`src/rtl/regfile_scoreboard.sv`:
```
// Purpose: per-register pending bits and a registered population count for regfile_mp.
// Latency: issue/write effects are visible on o_pending and o_busy_cnt one edge later.
// Backpressure: none; every issue and write is accepted each cycle.
module regfile_scoreboard #(
  parameter int DEPTH    = 32,
  parameter int AW       = $clog2(DEPTH),
  parameter int NW       = 2,
  parameter int ZERO_REG = 1
) (
  input  logic             i_clk,
  input  logic             i_rst,
  input  logic [NW-1:0]    i_wr_en,
  input  logic [NW*AW-1:0] i_wr_addr,
  input  logic             i_iss_en,
  input  logic [AW-1:0]    i_iss_addr,
  output logic [DEPTH-1:0] o_pending,
  output logic [AW:0]      o_busy_cnt
);

  logic [DEPTH-1:0] r_pend;
  logic [AW:0]      r_cnt;
  logic [DEPTH-1:0] w_pend_nxt;
  logic [AW:0]      w_cnt_nxt;

  // Next pending vector: writes retire, then a new issue re-claims (set wins).
  always_comb begin
    w_pend_nxt = r_pend;
    for (int k = 0; k < NW; k++) begin
      if (i_wr_en[k]) w_pend_nxt[i_wr_addr[k*AW +: AW]] = 1'b0;
    end
    if (i_iss_en) w_pend_nxt[i_iss_addr] = 1'b1;
    if (ZERO_REG != 0) w_pend_nxt[0] = 1'b0;
  end

  // Count the next pending vector so the count lands on the same edge as the bits.
  always_comb begin
    w_cnt_nxt = '0;
    for (int i = 0; i < DEPTH; i++) begin
      w_cnt_nxt = w_cnt_nxt + {{AW{1'b0}}, w_pend_nxt[i]};
    end
  end

  // State register; reset discards any issue or write in the same cycle.
  always_ff @(posedge i_clk) begin
    if (i_rst) begin
      r_pend <= '0;
      r_cnt  <= '0;
    end else begin
      r_pend <= w_pend_nxt;
      r_cnt  <= w_cnt_nxt;
    end
  end

  assign o_pending  = r_pend;
  assign o_busy_cnt = r_cnt;

endmodule

```
`src/rtl/regfile_mp.sv`:
```
// Purpose: multi-port register file with optional zero register, write bypass and busy scoreboard.
// Latency: reads and rd_busy are combinational; writes and issues take effect at the next wrclk edge.
// Backpressure: none; all ports are always ready.
module regfile_mp #(
  parameter int DW       = 32,
  parameter int DEPTH    = 32,
  parameter int AW       = $clog2(DEPTH),
  parameter int NR       = 2,
  parameter int NW       = 2,
  parameter int ZERO_REG = 1,
  parameter int BYPASS   = 1
) (
  input  logic             wrclk,
  input  logic             rst,
  input  logic [NW-1:0]    wr_en,
  input  logic [NW*AW-1:0] wr_addr,
  input  logic [NW*DW-1:0] wr_data,
  input  logic [NR*AW-1:0] rd_addr,
  output logic [NR*DW-1:0] rd_data,
  input  logic             iss_en,
  input  logic [AW-1:0]    iss_addr,
  output logic [NR-1:0]    rd_busy,
  output logic [AW:0]      busy_cnt
);

  logic [DW-1:0]    r_regs [DEPTH];
  logic [DEPTH-1:0] w_pending;
  logic [AW-1:0]    w_ra   [NR];
  logic [DW-1:0]    w_rv   [NR];
  logic             w_hit  [NR];

  regfile_scoreboard #(
    .DEPTH    (DEPTH),
    .AW       (AW),
    .NW       (NW),
    .ZERO_REG (ZERO_REG)
  ) u_sb (
    .i_clk      (wrclk),
    .i_rst      (rst),
    .i_wr_en    (wr_en),
    .i_wr_addr  (wr_addr),
    .i_iss_en   (iss_en),
    .i_iss_addr (iss_addr),
    .o_pending  (w_pending),
    .o_busy_cnt (busy_cnt)
  );

  // Storage update; ascending port order makes the highest-index port win a collision.
  always_ff @(posedge wrclk) begin
    if (rst) begin
      for (int i = 0; i < DEPTH; i++) r_regs[i] <= '0;
    end else begin
      for (int k = 0; k < NW; k++) begin
        if (wr_en[k] && !((ZERO_REG != 0) && (wr_addr[k*AW +: AW] == '0))) begin
          r_regs[wr_addr[k*AW +: AW]] <= wr_data[k*DW +: DW];
        end
      end
    end
  end

  // Read ports: stored value, overridden by same-cycle writes when bypass is on and not in reset.
  always_comb begin
    rd_data = '0;
    rd_busy = '0;
    for (int j = 0; j < NR; j++) begin
      w_ra[j]    = rd_addr[j*AW +: AW];
      w_rv[j]    = r_regs[w_ra[j]];
      w_hit[j]   = 1'b0;
      rd_busy[j] = w_pending[w_ra[j]];
      if ((BYPASS != 0) && !rst) begin
        for (int k = 0; k < NW; k++) begin
          if (wr_en[k] && (wr_addr[k*AW +: AW] == w_ra[j])) begin
            w_rv[j]  = wr_data[k*DW +: DW];
            w_hit[j] = 1'b1;
          end
        end
        // A retiring write clears busy unless a new producer claims it this cycle.
        if (w_hit[j]) rd_busy[j] = iss_en && (iss_addr == w_ra[j]);
      end
      if ((ZERO_REG != 0) && (w_ra[j] == '0)) begin
        w_rv[j]    = '0;
        rd_busy[j] = 1'b0;
      end
      rd_data[j*DW +: DW] = w_rv[j];
    end
  end

endmodule

```
`config.mk`:
```
export PLATFORM = sky130hd
export DESIGN_NAME = regfile_mp
export DESIGN_NICKNAME = d
export VERILOG_FILES = /design/src/rtl/regfile_scoreboard.sv /design/src/rtl/regfile_mp.sv
export SDC_FILE = /design/constraint.sdc
export NUM_CORES = 2
export LEC_CHECK = 0
export CAP_MARGIN = 0
export CORE_MARGIN = 1
export CORE_UTILIZATION = 42
export DETAILED_ROUTE_END_ITERATION = 16
export HOLD_SLACK_MARGIN = 0.03
export PLACE_DENSITY = 0.6
export RECOVER_POWER = 50
export SKIP_LAST_GASP = 1
export SLEW_MARGIN = 20
export SYNTH_ARGS = -nofsm -noshare
export SYNTH_HDL_FRONTEND = slang
export SYNTH_SLANG_ARGS = --single-unit
```
`constraint.sdc`:
```
create_clock -name wrclk -period 8.55 [get_ports wrclk]
set_clock_uncertainty 0.2 [all_clocks]
set_input_delay 1.71 -clock wrclk [delete_from_list [all_inputs] [get_ports wrclk]]
set_output_delay 1.71 -clock wrclk [all_outputs]
set_load 0.05 [all_outputs]
```
==> summary by stage <==
Status
The flow ran to the end, but the final reports show violations. The checks that failed: capacitance limit, slew limit.

Synthesis
In this run the cell area of the synthesized design comes to 0.06417 mm2. The flop and latch count out of synthesis is 1061. Dividing the synthesized area by the synthesized cell count gives 12.68 um2. The number of flops mapped to enable cells by yosys is 1024. Synthesis produced 5061 cells.

The post-synthesis sequential area ratio is 49.07%. The most common flop cell mapped by yosys is edfxtp_1. The number of library cell types mapped by synthesis is just under 70. Counting flops with an async set or reset pin after synthesis yields a share of 0%. The number of warnings printed during yosys synthesis is 0.

Drt
The average routed wire per standard cell is 40.64 um. The via count is roughly 52000. The via-per-instance ratio is ~7.4.

The number of nets with antenna violations after detailed routing is 0. The first detailed-routing pass took 6 iterations. In the routed design, unresolved DRC markers number 0. Wires add up to 286.9 mm. In this run, the number of DRC markers left after iteration 0 of detailed routing was 8800.

Layout
The library cells used most frequently in the layout, excluding fill and tap cells, are edfxtp_1, a22o_1, nand2_1, mux4_2, mux2i_1. The most common cell after layout, fill and taps aside is edfxtp_1. Cells fill 47.42% of the core in the end. The total of fill cells in the finished design is 13440.

Compared with the post-synthesis result, the final layout area differs by 12.13%. The number of nets in the layout is 5047. In the final layout, the share of cells above drive strength 1 is about a fifth.

CTS
The CTS H-tree depth is 3. The maximum clock insertion buffer count is 3. After clock tree synthesis, the flow added hold-fix buffers numbering 0.

The clock tree root driver cell is clkbuf_16. The clock sink count is ~1100. Counting the buffers created by CTS gives 117. TritonCTS built the clock tree. The setup fix buffers added after clock tree synthesis is 0. The clock insertion delay at the later pin of the skew report is 0.73 ns. The number of gates resized after CTS was 0. After clock tree synthesis, the clock-pin slew on the worst setup and hold paths is 0.06 ns.

Global routing
The total global-route track usage is a little over a third. The pin count of the biggest net entering global routing is 91. The first global-routing pass estimated 390.6 mm of wire.

The number of antenna violations at the first check in global routing is 22. The via count of the first global-routing pass is 48700. Global routing finished with a remaining overflow of 0.

Floorplan
The die covers 0.1544 mm2. The floorplan step set the die height to 392.9 um. The chip width is slightly below 400 um.

The floorplan step defined a core boundary enclosing 0.1517 mm2. The number of core rows is about 140. Once the floorplan was initialized, standard cells occupied between 40% and 50% of the core.

The number of top-level design ports is 166.

Worst setup path
Data on the critical path is required at its endpoint by 8.85 ns. In this run the worst setup path terminates at r_regs[6][10]. The kind of launch point of the worst setup path is a primary input. The start of the worst register-to-register path is u_sb.o_pending[2]. The critical path's most frequent cell is clkbuf_1. In this run the worst setup path begins at wr_en[1]. STA classifies the critical path endpoint as a register. The endpoint identified for the worst register-to-register timing path is u_sb.o_busy_cnt[4]. The signal on the critical path passes through dlygate4sd3_1 -> clkbuf_1 -> nor2b_1 -> nand3b_1 -> clkbuf_1 -> nor2_4 -> clkbuf_1 -> nor3_1 -> clkbuf_1 -> a22o_1. The biggest fanout along the worst timing path is 33.

The worst setup path is of the primary input to register kind. The maximum cell stage delay along the critical path is 2.66 ns. STA puts the critical path data arrival time at 8.26 ns. The cell with the largest stage delay on the worst path is clkbuf_1. In this run the register-to-register setup slack is 3.08 ns. The number of cells on the worst reg-to-reg path is 16.

Timing
The actual transition at the worst max-transition pin is ~4.3 ns. The tightest hold path in the finished design has a slack of 0.4100 ns. The routed design could run at a clock period as short as 7.957 ns. In this run the tightest slew margin relative to its limit is -187.8%.

The post-route clock period utilization is 93.06%. The final number of hold-violating endpoints was 0. The number of setup violations in the final report is 0.

Setup total negative slack on the finished layout was measured at 0 ns. The number of max-slew violations in the final report is approximately 1500. Derived from the worst setup path, the maximum achievable clock frequency is 0.1257 GHz. Setup repair after global routing left no endpoint under its margin.

Worst hold path
The worst hold path belongs to the class register to register.

Pwr
The worst vdd rail ir drop is between 0.15 and 0.2 mV. Power spread over the standard cell area amounts to slightly below 200 mW/mm2. For this design the static power due to leakage is 0.02426 uW.

Place
The global placement routability congestion is 0.9589. The HPWL reported at the end of detailed placement is 173.0 mm. Port buffering added about 170 buffers.

Run
The tool flagged a number of max-cap violations equal to 49.
==> state kept, by name, indices dropped and copies added, names as in the netlist <==
register / cells
u_sb.o_pending: 31
u_sb.o_busy_cnt: 6
r_regs: 1024
==> how the worst min path moves through the flow <==
stage / startpoint / end / slack, ns / cells past startpoint
floorplan: u_sb.o_pending[19] / u_sb.o_pending[19] / 0.31 / 2
global placement: u_sb.o_pending[15] / u_sb.o_pending[15] / 0.41 / 2
detailed placement: u_sb.o_pending[15] / u_sb.o_pending[15] / 0.39 / 2
CTS: u_sb.o_pending[15] / u_sb.o_pending[15] / 0.41 / 2
global route: u_sb.o_pending[15] / u_sb.o_pending[15] / 0.44 / 2
finish: u_sb.o_pending[15] / u_sb.o_pending[15] / 0.41 / 2
==> Yosys cell counts (23+ instances only) <==
| library cell | n | share of area, % |
|---|---|---|
| mux4_2 | 400 | 14 |
| nor2_1 | 123 | 0.72 |
| mux2i_1 | 384 | 6.0 |
| nand3_1 | 55 | 0.43 |
| mux2_2 | 25 | 0.44 |
| buf_4 | 48 | 0.56 |
| nor3_1 | 75 | 0.58 |
| a22o_1 | 794 | 11 |
| edfxtp_1 | 1024 | 48 |
| o221ai_1 | 31 | 0.42 |
| clkbuf_1 | 489 | 2.9 |
| buf_1 | 67 | 0.39 |
| a211oi_1 | 33 | 0.39 |
| fa_1 | 23 | 0.72 |
| o21ai_0 | 256 | 2.0 |
| a22oi_1 | 169 | 2.0 |
| inv_1 | 34 | 0.20 |
| dfxtp_1 | 37 | 1.2 |
| buf_2 | 126 | 0.98 |
| nand2_1 | 502 | 2.9 |
| a21oi_1 | 54 | 0.42 |
==> power by group <==
group / leakage (uW) / total [uW] / internal, uW / switching [uW]
sequential: 0.0101 / 6170 / 6020 / 158
clock: 0.00198 / 5420 / 3140 / 2290
combinational: 0.0122 / 2270 / 790 / 1480
==> cells by family (layout without fill, tap and decap cells) <==
group | count (synthesis) | after routing | synth area share, %
and+or+nand+nor | 871 | 871 | 5.958
muxes | 809 | 809 | 20.47
adders and majority gates | 32 | 32 | 0.8930
other | 1 | 38 | 0.005844
DFF | 1061 | 1061 | 49.07
AOI/OAI and AO/OA | 1480 | 1480 | 18.02
buffers and inverters | 775 | 707 | 5.145
xor gates and xnor gates | 32 | 32 | 0.4367
==> stage by stage <==
step / total power (uW) / worst slack, ns / std cells / area [um2]
after floorplan: 7578 / 1.055 / 5092 / 64290
after global placement: 8431 / 0.3061 / 6831 / 68220
after detailed placement: 8459 / 0.3070 / 6832 / 68240
after CTS: 13770 / 0.9419 / 7054 / 72270
after global routing: 14100 / 0.4603 / 7054 / 71940
final: 13870 / 0.5933 / 7060 / 71950
==> layer usage <==
| metal | vias up | global-route usage, % | routed length, um |
|---|---|---|---|
| met5 | - | 0.8931 | 306 |
| met4 | 26 | 23.28 | 21470 |
| met3 | 1166 | 13.97 | 44060 |
| met2 | 4741 | 51.98 | 119800 |
| met1 | 26020 | 46.46 | 101200 |
| li1 | 19940 | - | - |
==> cell type report <==
type	count	area [um2]	share of cell area (%)
timing repair buffer	450	3825	5.316
inverter	35	132.6	0.1843
clock buffer	140	3119	4.335
tap	2030	2540	3.530
sequential	1061	31490	43.76
clock inverter	82	910.9	1.266
antenna	6	15.01	0.02087
multi-input combinational	3256	29920	41.58
==> worst max-delay path, delay by kind of cell <==
family | cells | cell delay [ns]
compound gates | 1 | 0.47
buf+inv | 5 | 4.88
simple gates | 4 | 1.16
(Power assumes the default switching activity.)
